==> src/rtl/hoene_led_frame_rx_if.sv <==
// hoene_led_frame_rx_if: decoded bit stream in, forwarded stream and
// captured payload out. master = upstream/monitor side, slave = receiver.
interface hoene_led_frame_rx_if #(
  parameter int CHANNELS = 3,
  parameter int WIDTH    = 10
);
  localparam int PAYLOAD = CHANNELS * WIDTH;

  logic               in_clk;
  logic               in_data;
  logic               in_error;
  logic               in_sync;
  logic               fwd_clk;
  logic               fwd_data;
  logic [PAYLOAD-1:0] data_out;
  logic               data_valid;
  logic               parity_error;
  logic               busy;

  modport master (
    output in_clk, in_data, in_error, in_sync,
    input  fwd_clk, fwd_data, data_out,
    input  data_valid, parity_error, busy
  );

  modport slave (
    input  in_clk, in_data, in_error, in_sync,
    output fwd_clk, fwd_data, data_out,
    output data_valid, parity_error, busy
  );
endinterface

==> src/rtl/hoene_led_frame_rx.sv <==
// hoene_led_frame_rx: captures the first frame after sync, forwards the rest.
// Define HOENE_LED_FRAME_RX_PARITY_EN to add and check an even-parity bit.
module hoene_led_frame_rx #(
  parameter int CHANNELS = 3,
  parameter int WIDTH    = 10
) (
  input  logic                clk,
  input  logic                rst_n,
  hoene_led_frame_rx_if.slave bus
);
  localparam int PAYLOAD = CHANNELS * WIDTH;
`ifdef HOENE_LED_FRAME_RX_PARITY_EN
  localparam int FRAME = PAYLOAD + 2;
`else
  localparam int FRAME = PAYLOAD + 1;
`endif
  localparam int CW = $clog2(FRAME);
  localparam logic [CW-1:0] LAST = CW'(FRAME - 1);
  localparam logic [CW-1:0] PLD  = CW'(PAYLOAD);

  typedef enum logic [1:0] {
    IDLE,
    OWN,
    FORWARD,
    ERROR
  } state_e;

  state_e             state_q, state_d;
  logic [CW-1:0]      cnt_q, cnt_d;
  logic [PAYLOAD-1:0] shadow_q, shadow_d;
  logic               par_q, par_d;
  logic [PAYLOAD-1:0] data_out_q, data_out_d;
  logic               data_valid_q, data_valid_d;
  logic               perr_q, perr_d;
  logic               fwd_clk_q, fwd_clk_d;
  logic               fwd_data_q, fwd_data_d;

  always_comb begin
    state_d      = state_q;
    cnt_d        = cnt_q;
    shadow_d     = shadow_q;
    par_d        = par_q;
    data_out_d   = data_out_q;
    data_valid_d = 1'b0;
    perr_d       = perr_q;
    fwd_clk_d    = 1'b0;
    fwd_data_d   = fwd_data_q;
    // Sync loss wins over everything, including a bit in the same cycle.
    if (!bus.in_sync) begin
      state_d  = IDLE;
      cnt_d    = '0;
      shadow_d = '0;
      par_d    = 1'b0;
    end else begin
      unique case (state_q)
        IDLE: begin
          state_d = OWN;
          cnt_d   = '0;
        end
        OWN: begin
          if (bus.in_error) begin
            state_d = ERROR;
          end else if (bus.in_clk) begin
            cnt_d = cnt_q + CW'(1);
            if (cnt_q == '0) begin
              if (!bus.in_data) state_d = ERROR;
            end else if (cnt_q <= PLD) begin
              shadow_d = (shadow_q << 1) | PAYLOAD'(bus.in_data);
              par_d    = par_q ^ bus.in_data;
            end
            if (cnt_q == LAST) begin
              state_d = FORWARD;
`ifdef HOENE_LED_FRAME_RX_PARITY_EN
              if (par_q ^ bus.in_data) begin
                perr_d = 1'b1;
              end else begin
                data_out_d   = shadow_q;
                data_valid_d = 1'b1;
                perr_d       = 1'b0;
              end
`else
              data_out_d   = shadow_d;
              data_valid_d = 1'b1;
`endif
            end
          end
        end
        FORWARD: begin
          if (bus.in_error) begin
            state_d = ERROR;
          end else if (bus.in_clk) begin
            fwd_clk_d  = 1'b1;
            fwd_data_d = bus.in_data;
          end
        end
        ERROR: begin
          state_d = ERROR;
        end
        default: begin
          state_d = IDLE;
        end
      endcase
    end
  end

  always_ff @(posedge clk or negedge rst_n) begin
    if (!rst_n) begin
      state_q      <= IDLE;
      cnt_q        <= '0;
      shadow_q     <= '0;
      par_q        <= 1'b0;
      data_out_q   <= '0;
      data_valid_q <= 1'b0;
      perr_q       <= 1'b0;
      fwd_clk_q    <= 1'b0;
      fwd_data_q   <= 1'b0;
    end else begin
      state_q      <= state_d;
      cnt_q        <= cnt_d;
      shadow_q     <= shadow_d;
      par_q        <= par_d;
      data_out_q   <= data_out_d;
      data_valid_q <= data_valid_d;
      perr_q       <= perr_d;
      fwd_clk_q    <= fwd_clk_d;
      fwd_data_q   <= fwd_data_d;
    end
  end

  assign bus.fwd_clk      = fwd_clk_q;
  assign bus.fwd_data     = fwd_data_q;
  assign bus.data_out     = data_out_q;
  assign bus.data_valid   = data_valid_q;
  assign bus.parity_error = perr_q;
  assign bus.busy         = (state_q == OWN) || (state_q == FORWARD);
endmodule

==> src/flat_wrapper.sv <==
// flat-port wrapper written by rule: the top's interface ports become plain ports
module hoene_led_frame_rx_flat 
#(
  parameter int CHANNELS = 3,
  parameter int WIDTH    = 10
)
  (clk, rst_n, bus_in_clk, bus_in_data, bus_in_error, bus_in_sync, bus_fwd_clk, bus_fwd_data, bus_data_out, bus_data_valid, bus_parity_error, bus_busy);
  hoene_led_frame_rx_if #(.CHANNELS(CHANNELS), .WIDTH(WIDTH)) bus_i ();
  input  logic clk;
  input  logic rst_n;
  input wire logic [$bits(bus_i.in_clk)-1:0] bus_in_clk;
  input wire logic [$bits(bus_i.in_data)-1:0] bus_in_data;
  input wire logic [$bits(bus_i.in_error)-1:0] bus_in_error;
  input wire logic [$bits(bus_i.in_sync)-1:0] bus_in_sync;
  output wire logic [$bits(bus_i.fwd_clk)-1:0] bus_fwd_clk;
  output wire logic [$bits(bus_i.fwd_data)-1:0] bus_fwd_data;
  output wire logic [$bits(bus_i.data_out)-1:0] bus_data_out;
  output wire logic [$bits(bus_i.data_valid)-1:0] bus_data_valid;
  output wire logic [$bits(bus_i.parity_error)-1:0] bus_parity_error;
  output wire logic [$bits(bus_i.busy)-1:0] bus_busy;
  assign bus_i.in_clk = bus_in_clk;
  assign bus_i.in_data = bus_in_data;
  assign bus_i.in_error = bus_in_error;
  assign bus_i.in_sync = bus_in_sync;
  assign bus_fwd_clk = bus_i.fwd_clk;
  assign bus_fwd_data = bus_i.fwd_data;
  assign bus_data_out = bus_i.data_out;
  assign bus_data_valid = bus_i.data_valid;
  assign bus_parity_error = bus_i.parity_error;
  assign bus_busy = bus_i.busy;
  hoene_led_frame_rx #(.CHANNELS(CHANNELS), .WIDTH(WIDTH)) u_core (.clk(clk), .rst_n(rst_n), .bus(bus_i));
endmodule
==> config.mk <==
export PLATFORM = sky130hd
export DESIGN_NAME = hoene_led_frame_rx_flat
export DESIGN_NICKNAME = d
export VERILOG_FILES = /design/src/rtl/hoene_led_frame_rx_if.sv /design/src/rtl/hoene_led_frame_rx.sv /design/src/flat_wrapper.sv
export SDC_FILE = /design/constraint.sdc
export NUM_CORES = 1
export LEC_CHECK = 0
export ABC_AREA = 1
export BUFFER_PORTS_ARGS = -buffer_cell sky130_fd_sc_hd__buf_4
export CAP_MARGIN = 5
export CORE_ASPECT_RATIO = 1.4
export CORE_UTILIZATION = 29
export CTS_CLUSTER_SIZE = 20
export DETAILED_ROUTE_END_ITERATION = 10
export SYNTH_ARGS = -nofsm -noshare
export SYNTH_HDL_FRONTEND = slang
export SYNTH_SLANG_ARGS = --single-unit
==> constraint.sdc <==
create_clock -name clk -period 1.3 [get_ports clk]
set_input_delay 0.13 -clock clk [delete_from_list [all_inputs] [get_ports clk]]
set_output_delay 0.13 -clock clk [all_outputs]
set_load 0.02 [all_outputs]
==> results_dict.tcl, run 1 <==
set metrics [dict create \
    outcome "finished with violations" \
    violations "setup timing" \
    period_minus_slack_ps 1490 \
    m1WireLength_mm 3.95 \
    critPathKind "register to register" \
    min_period_over_period_pct 115 \
    syn2layout_area_growth_pct 51.9 \
    cp-end-kind "register" \
    timing.setup.tns_ps -10590 \
    grt_pass1_vias 3150 \
    drv_cap 0 \
    wl_met3_um 255 \
    layout_commonest_cell "nand2_1" \
    detail-route-antenna-nets 0 \
    wl_met2_mm 4.61 \
    p_int_mw 4.65 \
    r2r-start "u_core.cnt_q[1]" \
    holdWs_ps 93.6 \
    max_freq_ghz 0.672 \
    detail_route.wirelength_mm 8.98 \
    die_w_um 93.7 \
    reg2reg_depth 10 \
    synth_area_leader_cell "dfrtp_1" \
    synth.yosys.seq_area_share_pct 51.3 \
    finClkSkew_ps 6.83 \
    synth_ff_type "dfrtp_1" \
    row_count 46 \
    dp.cells 637 \
    die_area_um2 12200 \
    routed.top_layer "met4" \
    syn_area_um2 3420 \
    path_clk_slew_ps 60 \
    leakage_nw 2.65 \
    power.share.clock_pct 41.6 \
    p_seq_share_pct 35.7 \
    hold_path.class "input pin to register" \
    fp.dieH_um 130 \
    dpl.hpwl_mm 5.38 \
    drive_gt1_share_pct 40.5 \
    rsz0062_at_grt "yes" \
    setup_slack_ps -189 \
    cp.required_ps 1510 \
    critPathLaunchType "register" \
    overflow 0 \
    maxSlewViolCount 0 \
    min_path_cells 3 \
    vias 3084 \
    synth_top_area_share_pct 51.3 \
    swShare_pct 27.2 \
    cts_buffers 9 \
    fill_cells 1087 \
    diodes 0 \
    r2r_end "u_core.bus.data_out[4]" \
    synth_edf_count 0 \
    p_comb_share_pct 22.7 \
    cts_root_buf "clkbuf_16" \
    cts.sinks 70 \
    crit_arrival_ps 1700 \
    ios 41 \
    clock_latency_ps 320 \
    final-seq-area_um2 1750 \
    yosys_warnings 0 \
    hold_viol 0 \
    mostFrequentLayoutCells "nand2_1, dfrtp_1, buf_4" \
    tritoncts "built" \
    antenna_found_initial 0 \
    finalWeightedCongestion 0.814 \
    powerDensity_nw_per_um2 1230 \
    core_um2 11400 \
    switching_power_mw 1.74 \
    syn_nets 456 \
    drc_errors 0 \
    drt-pass1-iter-count 4 \
    hp-start "bus_in_clk" \
    grt_usage_pct 15.1 \
    finalNetCount 525 \
    avgSynthCellArea_um2 7.71 \
    ir_worst_vdd_mv 0.791 \
    h-tree-depth 3 \
    fin_cells 660 \
    grt_max_degree 71 \
    synth_area_leaders "dfrtp_1, nand2_1, nand3_1" \
    via_per_inst 4.67 \
    reg2reg_slack_ps -190 \
    syn_inst 443 \
    cts_max_path_buffers 2 \
    drt_iter0_drc 146 \
    ys_seq_elements 70 \
    grt_pass1_wl_mm 14.6 \
    numPortBuffers 39 \
    synthArstFlopShare_pct 100 \
    hold_end "u_core.bus.fwd_clk" \
    synthDistinctLibCells 20 \
    multiInputGateArea_um2 1940 \
    setup_viol 69 \
    initial_utilization_pct 30.0 \
    wl_per_cell_um 13.6 \
    crit_fanout 6 \
]
stage by stage:
stage | util, % | setup WS (ps) | cell area (um2) | total power [mW]
6_report | 45.5 | -189 | 5190 | 6.39
5_1_grt | 45.5 | -281 | 5190 | 6.69
4_1_cts | 41.6 | -176 | 4750 | 6.29
3_5_place_dp | 36.3 | -225 | 4140 | 3.37
3_3_place_gp | 36.3 | -183 | 4140 | 3.34
2_1_floorplan | - | -76.9 | 3500 | 2.92
cell usage after synthesis (all sizes together) (2+ instances only):
cell      n
a21oi     2
buf      20
clkbuf    3
dfrtp    70
ha        7
inv      45
nand2   174
nand3    99
nor2     13
o21ai     5
registers in the layout, indices dropped and copies added, names as in the netlist:
signal	count
u_core.bus.fwd_data	1
u_core.bus.fwd_clk	1
u_core.state_q	2
u_core.cnt_q	5
u_core.shadow_q	30
u_core.bus.data_out	30
u_core.bus.data_valid	1
power groups by stage:
stage / clock network (mW) / logic [mW] / registers [mW]
2_1_floorplan: 0 / 0.585 / 2.33
3_3_place_gp: 0 / 1.04 / 2.30
3_5_place_dp: 0 / 1.06 / 2.31
4_1_cts: 2.71 / 1.30 / 2.28
5_1_grt: 2.82 / 1.59 / 2.29
6_report: 2.66 / 1.45 / 2.28
layer usage:
| metal | vias to the layer above | global-route usage [%] |
|---|---|---|
| li1 | 1530 | - |
| met3 | 12 | 2.84 |
| met2 | 42 | 27.2 |
| met4 | 0 | 5.52 |
| met1 | 1500 | 17.8 |
| met5 | - | 0 |
worst max-delay path, cell delays in order (launching register included):
cell	delay, ps
dfrtp_1	430
inv_2	110
ha_4	130
inv_2	40
nor2_4	120
nand2_4	100
nand2_8	120
buf_12	150
nand2_2	60
nand3_2	70
nand2_1	60
area by class of cell:
cell class | instances | area share [%]
Clock buffer | 11 | 4.87
Clock inverter | 4 | 1.35
Inverter | 45 | 3.40
Multi-Input combinational cell | 305 | 37.4
Sequential cell | 70 | 33.8
Tap cell | 144 | 3.47
Timing Repair Buffer | 81 | 15.7
worst max-delay path by stage:
stage          slack, ps                 endpoint         startpoint
6_report            -190   u_core.bus.data_out[4]    u_core.cnt_q[1]
5_1_grt             -280  u_core.bus.data_out[11]    u_core.cnt_q[1]
4_1_cts             -180   u_core.bus.data_out[4]    u_core.cnt_q[0]
3_5_place_dp        -230   u_core.bus.data_out[4]  u_core.state_q[1]
3_3_place_gp        -180  u_core.bus.data_out[11]  u_core.state_q[1]
2_1_floorplan        -80   u_core.bus.data_out[0]  u_core.state_q[1]
timing repair:
action | 4_1_cts | 5_1_grt
setup buffers | 4 | 2
setup endpoints to repair | 69 | 70
pin swaps | 12 | 22
hold endpoints to repair | 70 | 0
cloned | 1 | 3
resized for setup | 46 | 95
hold buffers | 1 | 0
cells by family after synthesis:
family / after synthesis / synth area share, %
AND/OR/NAND/NOR: 289 / 36.1
flip-flops: 70 / 51.3
buffers and inverters: 68 / 8.72
AO/OA/AOI/OAI: 8 / 1.25
adder cells (fa/ha/maj): 7 / 2.56
other: 1 / 0.110
Note: power is estimated with default switching activity, not from simulation.
==> inputs of run 2 (changes only) <==
- clock period: 1.3 -> 1.5 ns (I/O delays scaled with it)
==> run 2 against run 1 <==
The flow still finishes with violations (setup timing); setup slack improved by 160 ps; global-route usage decreased by 0.29 points; hold slack gained 35 ps; routed wire length barely moved; power down 23%; clock-buffer cell count is 3 higher; clock power is 26% lower; core utilization shrank 3.5 points; maximum frequency fell by 2.4%; critical path type unchanged; critical endpoint is now u_core.bus.data_out[15]; largest power group is now sequential cells.
==> results_dict.tcl, run 2 (same netlist as run 1, synthesis figures left out) <==
set metrics [dict create \
    fill_cells 1115 \
    ios 41 \
    leakage_nw 2.55 \
    overflow 0 \
    fin_area_um2 4790 \
    maxSlewViolCount 0 \
    cp-end-kind "register" \
    placed_area_um2 4020 \
    grt_pass1_wl_mm 14.1 \
    cts_max_path_buffers 2 \
    wl_per_cell_um 13.8 \
    detail-route-antenna-nets 0 \
    drv_cap 0 \
    setup_slack_ps -24.8 \
    p_seq_share_pct 40.1 \
    layout_commonest_cell "nand2_1" \
    max_freq_ghz 0.656 \
    mostFrequentLayoutCells "nand2_1, nand3_1, dfrtp_1" \
    cp.required_ps 1730 \
    critPathKind "register to register" \
    detail_route.wirelength_mm 8.97 \
    antenna_found_initial 0 \
    hold_viol 0 \
    clock_latency_ps 340 \
    numPortBuffers 39 \
    violations "setup timing" \
    critPathLaunchType "register" \
    grt_pass1_vias 3016 \
    timing.setup.tns_ps -109 \
    die_w_um 93.7 \
    h-tree-depth 3 \
    outcome "finished with violations" \
    p_comb_share_pct 20.2 \
    ir_worst_vdd_mv 0.565 \
    drive_gt1_share_pct 29.6 \
    row_count 46 \
    crit_fanout 9 \
    swShare_pct 28.1 \
    switching_power_mw 1.39 \
    finalWeightedCongestion 0.797 \
    vias 3087 \
    holdWs_ps 128 \
    grt_max_degree 37 \
    rsz0062_at_grt "yes" \
    min_period_over_period_pct 102 \
    fp.dieH_um 130 \
    path_clk_slew_ps 50 \
    grt_usage_pct 14.8 \
    via_per_inst 4.75 \
    p_int_mw 3.54 \
    finClkSkew_ps 6.67 \
    crit_arrival_ps 1750 \
    power.share.clock_pct 39.8 \
    diodes 0 \
    reg2reg_slack_ps -20 \
    fin_util_pct 42.0 \
    drc_errors 0 \
    drt_iter0_drc 169 \
    setup_viol 14 \
    drt-pass1-iter-count 4 \
    p_total_mw 4.93 \
    core_um2 11400 \
    period_minus_slack_ps 1520 \
    die_area_um2 12200 \
    initial_utilization_pct 30.0 \
    cts_root_buf "clkbuf_16" \
    finalNetCount 515 \
    cts.sinks 70 \
    hold_path.class "input pin to register" \
    dpl.hpwl_mm 5.45 \
    syn2layout_area_growth_pct 40.1 \
    cts_buffers 9 \
    tritoncts "built" \
    powerDensity_nw_per_um2 1030 \
]
-- run 2: cell types whose count changed in the layout (fill, tap and decap cells not counted), sizes merged --
cell / previous run / this run
buf: 77 / 66
bufinv: 2 / 0
clkbuf: 14 / 18
clkinv: 2 / 1
-- run 2: per-layer routing --
layer | vias to the layer above | global-route usage [%] | wire (um)
met5 | - | 0 | 0
met4 | 0 | 7.78 | 200
met3 | 10 | 2.78 | 267
met2 | 54 | 26.1 | 4780
met1 | 1506 | 16.9 | 3720
li1 | 1517 | - | -
-- run 2: metrics by stage --
stage	worst slack (ps)	cells
floorplan	72.2	443
global placement	-28.4	627
detailed placement	-81.6	627
CTS	-27.4	643
global route	-111	650
finish	-24.8	650
-- run 2: what timing repair did --
| item | 4_1_cts | 5_1_grt |
|---|---|---|
| setup buffers | 0 | 3 |
| endpoints found under the hold margin | 34 | 0 |
| gates cloned | 0 | 4 |
| pin swaps | 2 | 7 |
| hold buffers | 1 | 0 |
| endpoints found under the setup margin | 61 | 67 |
| gates resized for setup | 12 | 79 |
-- run 2: power groups by stage --
stage | Sequential [mW] | Combinational, mW | Clock (mW)
final | 1.98 | 0.994 | 1.96
after global routing | 1.98 | 1.10 | 2.09
after CTS | 1.97 | 0.850 | 2.01
after detailed placement | 2.00 | 0.828 | 0
after global placement | 2.00 | 0.811 | 0
after floorplan | 2.02 | 0.476 | 0
-- run 2: final timing paths --
| check | start | to | depth (start not counted) |
|---|---|---|---|
| max | u_core.cnt_q[1] | u_core.bus.data_out[15] | 10 |
| min | bus_in_data | u_core.bus.fwd_data | 3 |
| max reg2reg | u_core.cnt_q[1] | u_core.bus.data_out[15] | 10 |
| min reg2reg | u_core.shadow_q[12] | u_core.shadow_q[12] | 2 |
| max in group asynchronous | rst_n | u_core.bus.data_out[8] | 3 |
| min in group asynchronous | rst_n | u_core.shadow_q[29] | 2 |
-- run 2: worst max-delay path: stages (launching register included) --
cell and delay (ps):
dfrtp_1 430, inv_2 80, ha_2 170, inv_2 40, nor2_4 110, nand2_4 90, nand2_8 120, clkbuf_16 170
nand2_2 60, nand3_1 80, nand2_1 50
-- run 2: final cells by class --
type	count	area [um2]	share of cell area (%)
clock buffers	14	264	5.51
clock inverters	1	5.00	0.105
inverters	45	174	3.63
multi-input cells	305	1700	35.5
flip-flops and latches	70	1750	36.6
well taps	144	180	3.76
repair buffers	71	711	14.8
